File: src/rtl/aer_event_packer.sv
// rtl/aer_event_packer.sv - timestamps AER pixel events and queues them in a FIFO with drop accounting
module aer_event_packer #(
  parameter int FIFO_DEPTH = 8,
  parameter int TS_WIDTH   = 16
) (
  input  logic                          clk,
  input  logic                          rst_n,
  input  logic                          evt_valid_i,
  input  logic [1:0]                    grp_x_i,
  input  logic [1:0]                    grp_y_i,
  input  logic [1:0]                    pix_x_i,
  input  logic [1:0]                    pix_y_i,
  input  logic                          pol_i,
  input  logic                          clr_i,
  output logic [8+TS_WIDTH:0]           evt_o,
  output logic                          evt_valid_o,
  input  logic                          evt_ready_i,
  output logic                          ovf_o,
  output logic [7:0]                    drop_cnt_o,
  output logic [$clog2(FIFO_DEPTH):0]   level_o
);
  localparam int AW = $clog2(FIFO_DEPTH);
  localparam int LW = AW + 1;
  localparam int EW = 9 + TS_WIDTH;

  localparam logic [1:0] S_EMPTY = 2'd0;
  localparam logic [1:0] S_VALID = 2'd1;
  localparam logic [1:0] S_STALL = 2'd2;

  logic [1:0]          r_state;
  logic [1:0]          w_state_nxt;
  logic [EW-1:0]       r_mem [FIFO_DEPTH];
  logic [AW-1:0]       r_wptr;
  logic [AW-1:0]       r_rptr;
  logic [LW-1:0]       r_level;
  logic [TS_WIDTH-1:0] r_ts;
  logic [7:0]          r_drop_cnt;
  logic                r_ovf;
  logic                w_full;
  logic                w_pop;
  logic                w_push;
  logic                w_drop;
  logic [EW-1:0]       w_evt;

  assign w_evt       = {pol_i, r_ts, grp_x_i, pix_x_i, grp_y_i, pix_y_i};
  assign w_full      = (r_level == LW'(FIFO_DEPTH));
  assign evt_valid_o = (r_state != S_EMPTY);
  assign w_pop       = evt_valid_o && evt_ready_i;
  // A full FIFO still accepts an event when the head leaves in the same cycle.
  assign w_push      = evt_valid_i && (!w_full || w_pop);
  assign w_drop      = evt_valid_i && w_full && !w_pop;

  assign evt_o      = evt_valid_o ? r_mem[r_rptr] : '0;
  assign level_o    = r_level;
  assign ovf_o      = r_ovf;
  assign drop_cnt_o = r_drop_cnt;

  always_ff @(posedge clk) begin
    if (w_push) r_mem[r_wptr] <= w_evt;
  end

  always_ff @(posedge clk or posedge rst_n) begin
    if (rst_n) begin
      r_ts    <= '0;
      r_wptr  <= '0;
      r_rptr  <= '0;
      r_level <= '0;
      r_state <= S_EMPTY;
    end else begin
      r_ts    <= r_ts + TS_WIDTH'(1);
      r_state <= w_state_nxt;
      if (w_push) r_wptr <= r_wptr + AW'(1);
      if (w_pop)  r_rptr <= r_rptr + AW'(1);
      if (w_push && !w_pop)      r_level <= r_level + LW'(1);
      else if (w_pop && !w_push) r_level <= r_level - LW'(1);
    end
  end

  always_comb begin
    w_state_nxt = r_state;
    case (r_state)
      S_EMPTY: if (w_push) w_state_nxt = S_VALID;
      S_VALID, S_STALL: begin
        if (w_pop && (r_level == LW'(1)) && !w_push) w_state_nxt = S_EMPTY;
        else if (!evt_ready_i)                       w_state_nxt = S_STALL;
        else                                         w_state_nxt = S_VALID;
      end
      default: w_state_nxt = S_EMPTY;
    endcase
  end

  // A drop in the clearing cycle counts as the first drop after the clear.
  always_ff @(posedge clk or posedge rst_n) begin
    if (rst_n) begin
      r_drop_cnt <= '0;
      r_ovf      <= 1'b0;
    end else if (w_drop) begin
      r_ovf <= 1'b1;
      if (clr_i)                    r_drop_cnt <= 8'd1;
      else if (r_drop_cnt != 8'hFF) r_drop_cnt <= r_drop_cnt + 8'd1;
    end else if (clr_i) begin
      r_drop_cnt <= '0;
      r_ovf      <= 1'b0;
    end
  end

endmodule

File: config.mk
export PLATFORM = sky130hd
export DESIGN_NAME = aer_event_packer
export DESIGN_NICKNAME = d
export VERILOG_FILES = /design/src/rtl/aer_event_packer.sv
export SDC_FILE = /design/constraint.sdc
export NUM_CORES = 1
export LEC_CHECK = 0
export ABC_CLOCK_PERIOD_IN_PS = 4000
export BUFFER_PORTS_ARGS = -buffer_cell sky130_fd_sc_hd__buf_2
export CAP_MARGIN = 20
export CORE_MARGIN = 10
export CORE_UTILIZATION = 44
export DETAILED_ROUTE_END_ITERATION = 10
export GPL_TIMING_DRIVEN = 0
export SETUP_SLACK_MARGIN = 0.4
export SLEW_MARGIN = 20
export SYNTH_ARGS = -nofsm -noshare
export SYNTH_HDL_FRONTEND = slang
export SYNTH_SLANG_ARGS = --single-unit
File: constraint.sdc
create_clock -name clk -period 4 [get_ports clk]
set_clock_uncertainty 0.1 [all_clocks]
set_input_delay 0.8 -clock clk [delete_from_list [all_inputs] [get_ports clk]]
set_output_delay 0.8 -clock clk [all_outputs]
set_load 0.05 [all_outputs]
==> flow_summary.json, run 1 <==
{
  "status": "completed",
  "synth_edf_count": 200,
  "h-tree-depth": 1,
  "p_leak_nw": 4.10,
  "io_buffer_count": 52,
  "io_pins": 53,
  "rr_endpoint": "level_o[3]",
  "fin_crit_sh_pct": 84.9,
  "dp_cells": 849,
  "vdd_drop_max_v": 0.000379,
  "hold_class": "in2async",
  "grt_busiest_layer": "met2",
  "fin_crit_ns": 3.39,
  "reg2reg_from": "r_state[0]",
  "fin_cells": 893,
  "vias": 4787,
  "drt_iter0_markers": 281,
  "firstDrtPassIters": 4,
  "seq_area_um2": 6930,
  "grt_util_all_layers_pct": 13.7,
  "yosysUniqueCellTypes": 40,
  "dp_hpwl_um": 12800,
  "synth_flop_cell": "edfxtp_1",
  "syn_to_final_growth_pct": 19.0,
  "die_x_um": 166,
  "cts-hold-fix-buffers": 0,
  "yosysSeqAreaShare_pct": 73.5,
  "finalCoreUtilization_pct": 53.2,
  "startpoint": "r_rptr[2]",
  "vias_per_cell": 5.36,
  "grt_util_met3_pct": 2.78,
  "nFillCells": 1704,
  "rows": 53,
  "hold_viol": 0,
  "cts_tree": "built",
  "rr_worst_depth": 10,
  "worstPathRequired_ns": 3.10,
  "grt_overflow": 0,
  "routed_wl_um": 19100,
  "setup.worst_path.start_class": "register",
  "maxCapViolCount": 0,
  "critPathKind": "reg2out",
  "crit_family": "buffers and inverters",
  "end_kind": "output port",
  "synth_nets": 528,
  "finalMaxSlewViolations": 0,
  "ys.warnings.count": 0,
  "grt_use_met1_pct": 17.0,
  "cts_buffer_depth": 3,
  "drive_above_1_share_pct": 31.1,
  "finalNetCount": 625,
  "clockRootBuffer": "clkbuf_16",
  "async_flop_share_pct": 15.6,
  "grt_pass1_vias": 5129,
  "worstPathArrival_ns": 2.49,
  "drtAntennaViolNets": 0,
  "postSynthCellCount": 503,
  "r2r_setup_slack_ns": 0.76,
  "max_slew.worst_pin.slew_ns": 0.915,
  "clock-sinks": 237,
  "grt_pass1_wl_um": 30200,
  "worstPathMaxFanout": 10,
  "multi_input_area_um2": 2420,
  "antenna_found_initial": 0,
  "cts_buffers": 24,
  "core_area_um2": 21100,
  "drc": 0,
  "critPathBufInv": 3,
  "fin_area_um2": 11200,
  "slowest_stage": "clkbuf_1",
  "place.gp.congestion": 0.789,
  "grt_max_degree": 25,
  "die_h_um": 166,
  "syn_area_per_cell_um2": 18.8,
  "maxSlewHeadroom_pct": 38.6,
  "floorplan.die_area_um2": 27700,
  "insertion_delay_ns": 0.51,
  "start_util_pct": 44.7,
  "use_met2_pct": 24.2,
  "powerDensity_nw_per_um2": 769,
  "crit_chain": "clkbuf_1, clkbuf_2, mux2i_1, nor2_1, buf_2",
  "cts.clk_slew.worst_paths_ns": 0.06,
  "n_antenna_cell": 0,
  "synthesis.area_um2": 9430,
  "setup_viol": 0,
  "placed_area_um2": 10300,
  "max_freq_mhz": 295,
  "slowest_delay_ns": 0.52,
  "rsz0062_at_grt": "false",
  "synth_seq_cells": 237,
  "wire_per_inst_um": 21.4
}
sequential cells by signal (all words and copies together), names as in the netlist:
signal and flops:
level_o 4, r_rptr 3, r_ts 16, r_state 2, r_mem 200, r_wptr 3
ovf_o 1, drop_cnt_o 8
synthesized netlist by cell type (all sizes together), types with 6 or more instances:
library cell	instances	area [um^2]
buf	6	36.3
clkbuf	14	53.8
dfrtp	37	926
edfxtp	200	6010
ha	11	138
inv	14	52.6
mux2i	26	260
mux4	50	1130
nand2	23	86.3
nand3	11	55.1
nor2	34	128
nor3	7	35.0
xnor2	16	140
xor2	6	52.6
metal layers:
| metal | routed length (um) | vias up | part of all wire [%] |
|---|---|---|---|
| li1 | - | 2184 | - |
| met1 | 7670 | 2480 | 40 |
| met2 | 10200 | 103 | 53 |
| met3 | 1030 | 20 | 5.4 |
| met4 | 210 | 0 | 1.1 |
| met5 | 0 | - | 0 |
cell families after synthesis:
kind of cell / after synthesis / share of synthesized area (%)
flops: 237 / 73.5
fa+ha+maj: 11 / 1.46
mux: 76 / 14.7
buf+inv: 34 / 1.51
xor+xnor: 22 / 2.04
compound gates: 23 / 1.75
simple gates: 100 / 5.07
placed cells by master, fill, tap and decap left out, types with 2 or more instances in the layout:
master,Yosys,routed
edfxtp_1,200,200
buf_2,5,52
mux4_2,50,50
dfrtp_1,37,37
nor2_1,34,31
mux2i_1,26,26
clkbuf_16,0,25
nand2_1,23,23
xnor2_1,16,16
inv_1,14,13
buf_4,0,12
clkbuf_2,1,11
nand3_1,11,11
ha_1,11,11
clkinv_2,0,9
buf_6,1,7
xor2_1,6,6
o21ai_0,5,5
nand4_1,5,5
a21oi_1,5,5
bufinv_16,0,5
clkbuf_1,13,4
nand2b_1,3,3
nor3_1,7,3
and3_1,3,3
nor2_4,0,3
nor3_2,0,3
or4_1,3,3
o311ai_0,3,3
nor4b_1,2,2
o41ai_1,2,2
or3_1,2,2
o211ai_1,2,2
clkinvlp_4,0,2
buf_12,0,2
buf_16,0,2
power breakdown:
part	internal [W]	switching [W]	total, W
sequential	0.00303	0.000146	0.00318
combinational	0.00107	0.00199	0.00306
clock	0.00148	0.000911	0.00239
worst max path at each step:
stage	end	depth (start not counted)
6_report	evt_o[10]	5
5_1_grt	evt_o[22]	5
4_1_cts	evt_o[22]	6
3_5_place_dp	level_o[3]	9
3_3_place_gp	r_mem[6][16]	5
2_1_floorplan	r_mem[4][0]	5
cell type report:
| class | count | area share, % |
|---|---|---|
| Multi-Input combinational cell | 232 | 21.6 |
| Buffer | 20 | 1.06 |
| Clock inverter | 17 | 1.95 |
| Inverter | 14 | 0.468 |
| Tap cell | 275 | 3.06 |
| Timing Repair Buffer | 71 | 4.40 |
| Sequential cell | 237 | 61.7 |
| Clock buffer | 27 | 5.73 |
per-stage QoR:
step,setup TNS [ns],hold WS [ns],total power [W],setup slack (ns)
after global routing,0,0.160,0.00906,0.414
after CTS,0,0.152,0.00877,0.389
after floorplan,0,0.436,0.00543,0.404
after global placement,-178.64,0.361,0.00618,-1.61
final,0,0.158,0.00863,0.605
after detailed placement,0,0.365,0.00635,0.407
repair_timing:
item,4_1_cts,5_1_grt
resized for setup,11,8
setup endpoints to repair,21,17
buffers inserted,0,0
hold endpoints to repair,0,0
(Power assumes the default switching activity.)
==> inputs of run 2 (changes only) <==
--- a/config.mk
+++ b/config.mk
@@ -5,7 +5,7 @@
 export SDC_FILE = /design/constraint.sdc
 export NUM_CORES = 1
 export LEC_CHECK = 0
-export ABC_CLOCK_PERIOD_IN_PS = 4000
+export ABC_CLOCK_PERIOD_IN_PS = 3270
 export BUFFER_PORTS_ARGS = -buffer_cell sky130_fd_sc_hd__buf_2
 export CAP_MARGIN = 20
 export CORE_MARGIN = 10
==> constraint.sdc (replaced) <==
create_clock -name clk -period 3.27 [get_ports clk]
set_clock_uncertainty 0.1 [all_clocks]
set_input_delay 0.654 -clock clk [delete_from_list [all_inputs] [get_ports clk]]
set_output_delay 0.654 -clock clk [all_outputs]
set_load 0.05 [all_outputs]
==> flow_summary.json, run 2 (same netlist as run 1, synthesis figures left out) <==
{
  "r2r_setup_slack_ns": 0.60,
  "maxSlewHeadroom_pct": 50.0,
  "dp_hpwl_um": 12800,
  "antenna_found_initial": 0,
  "cts_buffer_depth": 3,
  "io_buffer_count": 52,
  "wire_per_inst_um": 21.8,
  "cts.clk_slew.worst_paths_ns": 0.06,
  "grt_pass1_vias": 5224,
  "nFillCells": 1651,
  "status": "completed",
  "finalNetCount": 633,
  "firstDrtPassIters": 5,
  "worstPathRequired_ns": 2.52,
  "max_slew.worst_pin.slew_ns": 0.745,
  "finalCoreUtilization_pct": 54.8,
  "h-tree-depth": 1,
  "drtAntennaViolNets": 0,
  "n_antenna_cell": 0,
  "grt_pass1_wl_um": 30900,
  "grt_overflow": 0,
  "io_pins": 53,
  "insertion_delay_ns": 0.51,
  "clockRootBuffer": "clkbuf_16",
  "regMostFlops": "r_mem",
  "p_total_w": 0.0111,
  "cts_buffers": 26,
  "routed_wl_um": 19700,
  "p_leak_nw": 4.21,
  "rows": 53,
  "vias_per_cell": 5.38,
  "vias": 4857,
  "setup_viol": 0,
  "grt_max_degree": 22,
  "max_freq_mhz": 337,
  "fin_crit_ns": 2.97,
  "rr_endpoint": "r_mem[2][13]",
  "worstPathArrival_ns": 2.22,
  "drt_iter0_markers": 337,
  "vdd_drop_max_v": 0.000591,
  "final_common_cell": "edfxtp_1",
  "reg2reg_from": "r_state[0]",
  "cts_tree": "built",
  "final_cell_mix": "edfxtp_1, mux4_2, dfrtp_1",
  "start_util_pct": 44.7,
  "drive_above_1_share_pct": 32.2,
  "fin_crit_sh_pct": 90.8,
  "syn_to_final_growth_pct": 22.6,
  "setup.worst_path.start_class": "register",
  "place.gp.congestion": 0.801,
  "critPathKind": "reg2out",
  "grt_util_all_layers_pct": 14.1,
  "fin_hold_ws_ns": 0.0493,
  "die_h_um": 166,
  "rsz0062_at_grt": "true",
  "hold_viol": 0,
  "maxCapViolCount": 0,
  "core_area_um2": 21100,
  "hold_class": "in2async",
  "cts-hold-fix-buffers": 0,
  "largest_register_ffs": 200,
  "rr_worst_depth": 9,
  "end_kind": "output port",
  "floorplan.die_area_um2": 27700,
  "worstPathMaxFanout": 10,
  "clock-sinks": 237,
  "powerDensity_nw_per_um2": 962,
  "finalMaxSlewViolations": 0,
  "drc": 0,
  "die_x_um": 166,
  "setup_tns_ns": 0
}
-- run 2: changes by cell type in the layout (fill, tap and decap cells not counted), sizes merged --
cell      delta
clkbuf       +9
clkinv       -4
inv          -1
buf         +11
clkinvlp     -2
bufinv       -3
-- run 2: repair_timing --
item                                    in CTS  in global routing
pin swaps                                    0                  4
buffers inserted                             3                  2
cloned                                       1                  0
endpoints found under the hold margin        0                  0
endpoints found under the setup margin     101                 40
resized for setup                           71                 25
-- run 2: critical path, stage by stage (launching register included) --
cell and delay [ns]:
dfrtp_1 0.38, buf_8 0.17, buf_12 0.17, mux4_2 0.54
mux2i_4 0.17, nor2_1 0.06, buf_4 0.20
-- run 2: metal layers --
metal	share of wire, %	GRT usage [%]	up-vias
li1	-	-	2211
met5	0	0	-
met1	43	18.1	2528
met3	3.7	2.57	32
met4	1.7	2.90	0
met2	52	24.4	86
-- run 2: where the power goes --
part	switching, W	internal [W]	leakage [nW]
sequential	0.000182	0.00371	2.34
combinational	0.00256	0.00173	1.43
clock	0.00111	0.00182	0.439
total	0.00386	0.00726	4.21
-- run 2: per-stage QoR --
stage / cell area, um^2 / worst slack (ns) / instances
global route: 11600 / 0.205 / 903
finish: 11600 / 0.301 / 903
CTS: 11500 / 0.240 / 901
detailed placement: 10300 / -0.0682 / 849
global placement: 10100 / -2.18 / 830
floorplan: 9460 / -0.326 / 503
-- run 2: worst max path at each step --
stage	start	slack (ns)	end
3_5_place_dp	evt_ready_i	-0.07	level_o[3]
2_1_floorplan	level_o[0]	-0.33	r_mem[2][0]
3_3_place_gp	evt_ready_i	-2.18	r_mem[2][16]
5_1_grt	r_rptr[0]	0.20	evt_o[3]
4_1_cts	r_rptr[0]	0.24	evt_o[11]
6_report	r_rptr[0]	0.30	evt_o[11]
-- run 2: final cells by class --
cell class              instances  area [um^2]  area share (%)
clock buffers                  41          798            6.90
flip-flops and latches        237         6930            60.0
clock inverters                 7         85.1           0.736
repair buffers                 77          653            5.65
well taps                     275          344            2.98
plain buffers                  20          228            1.97
inverters                      14         52.6           0.454
multi-input cells             232         2470            21.4
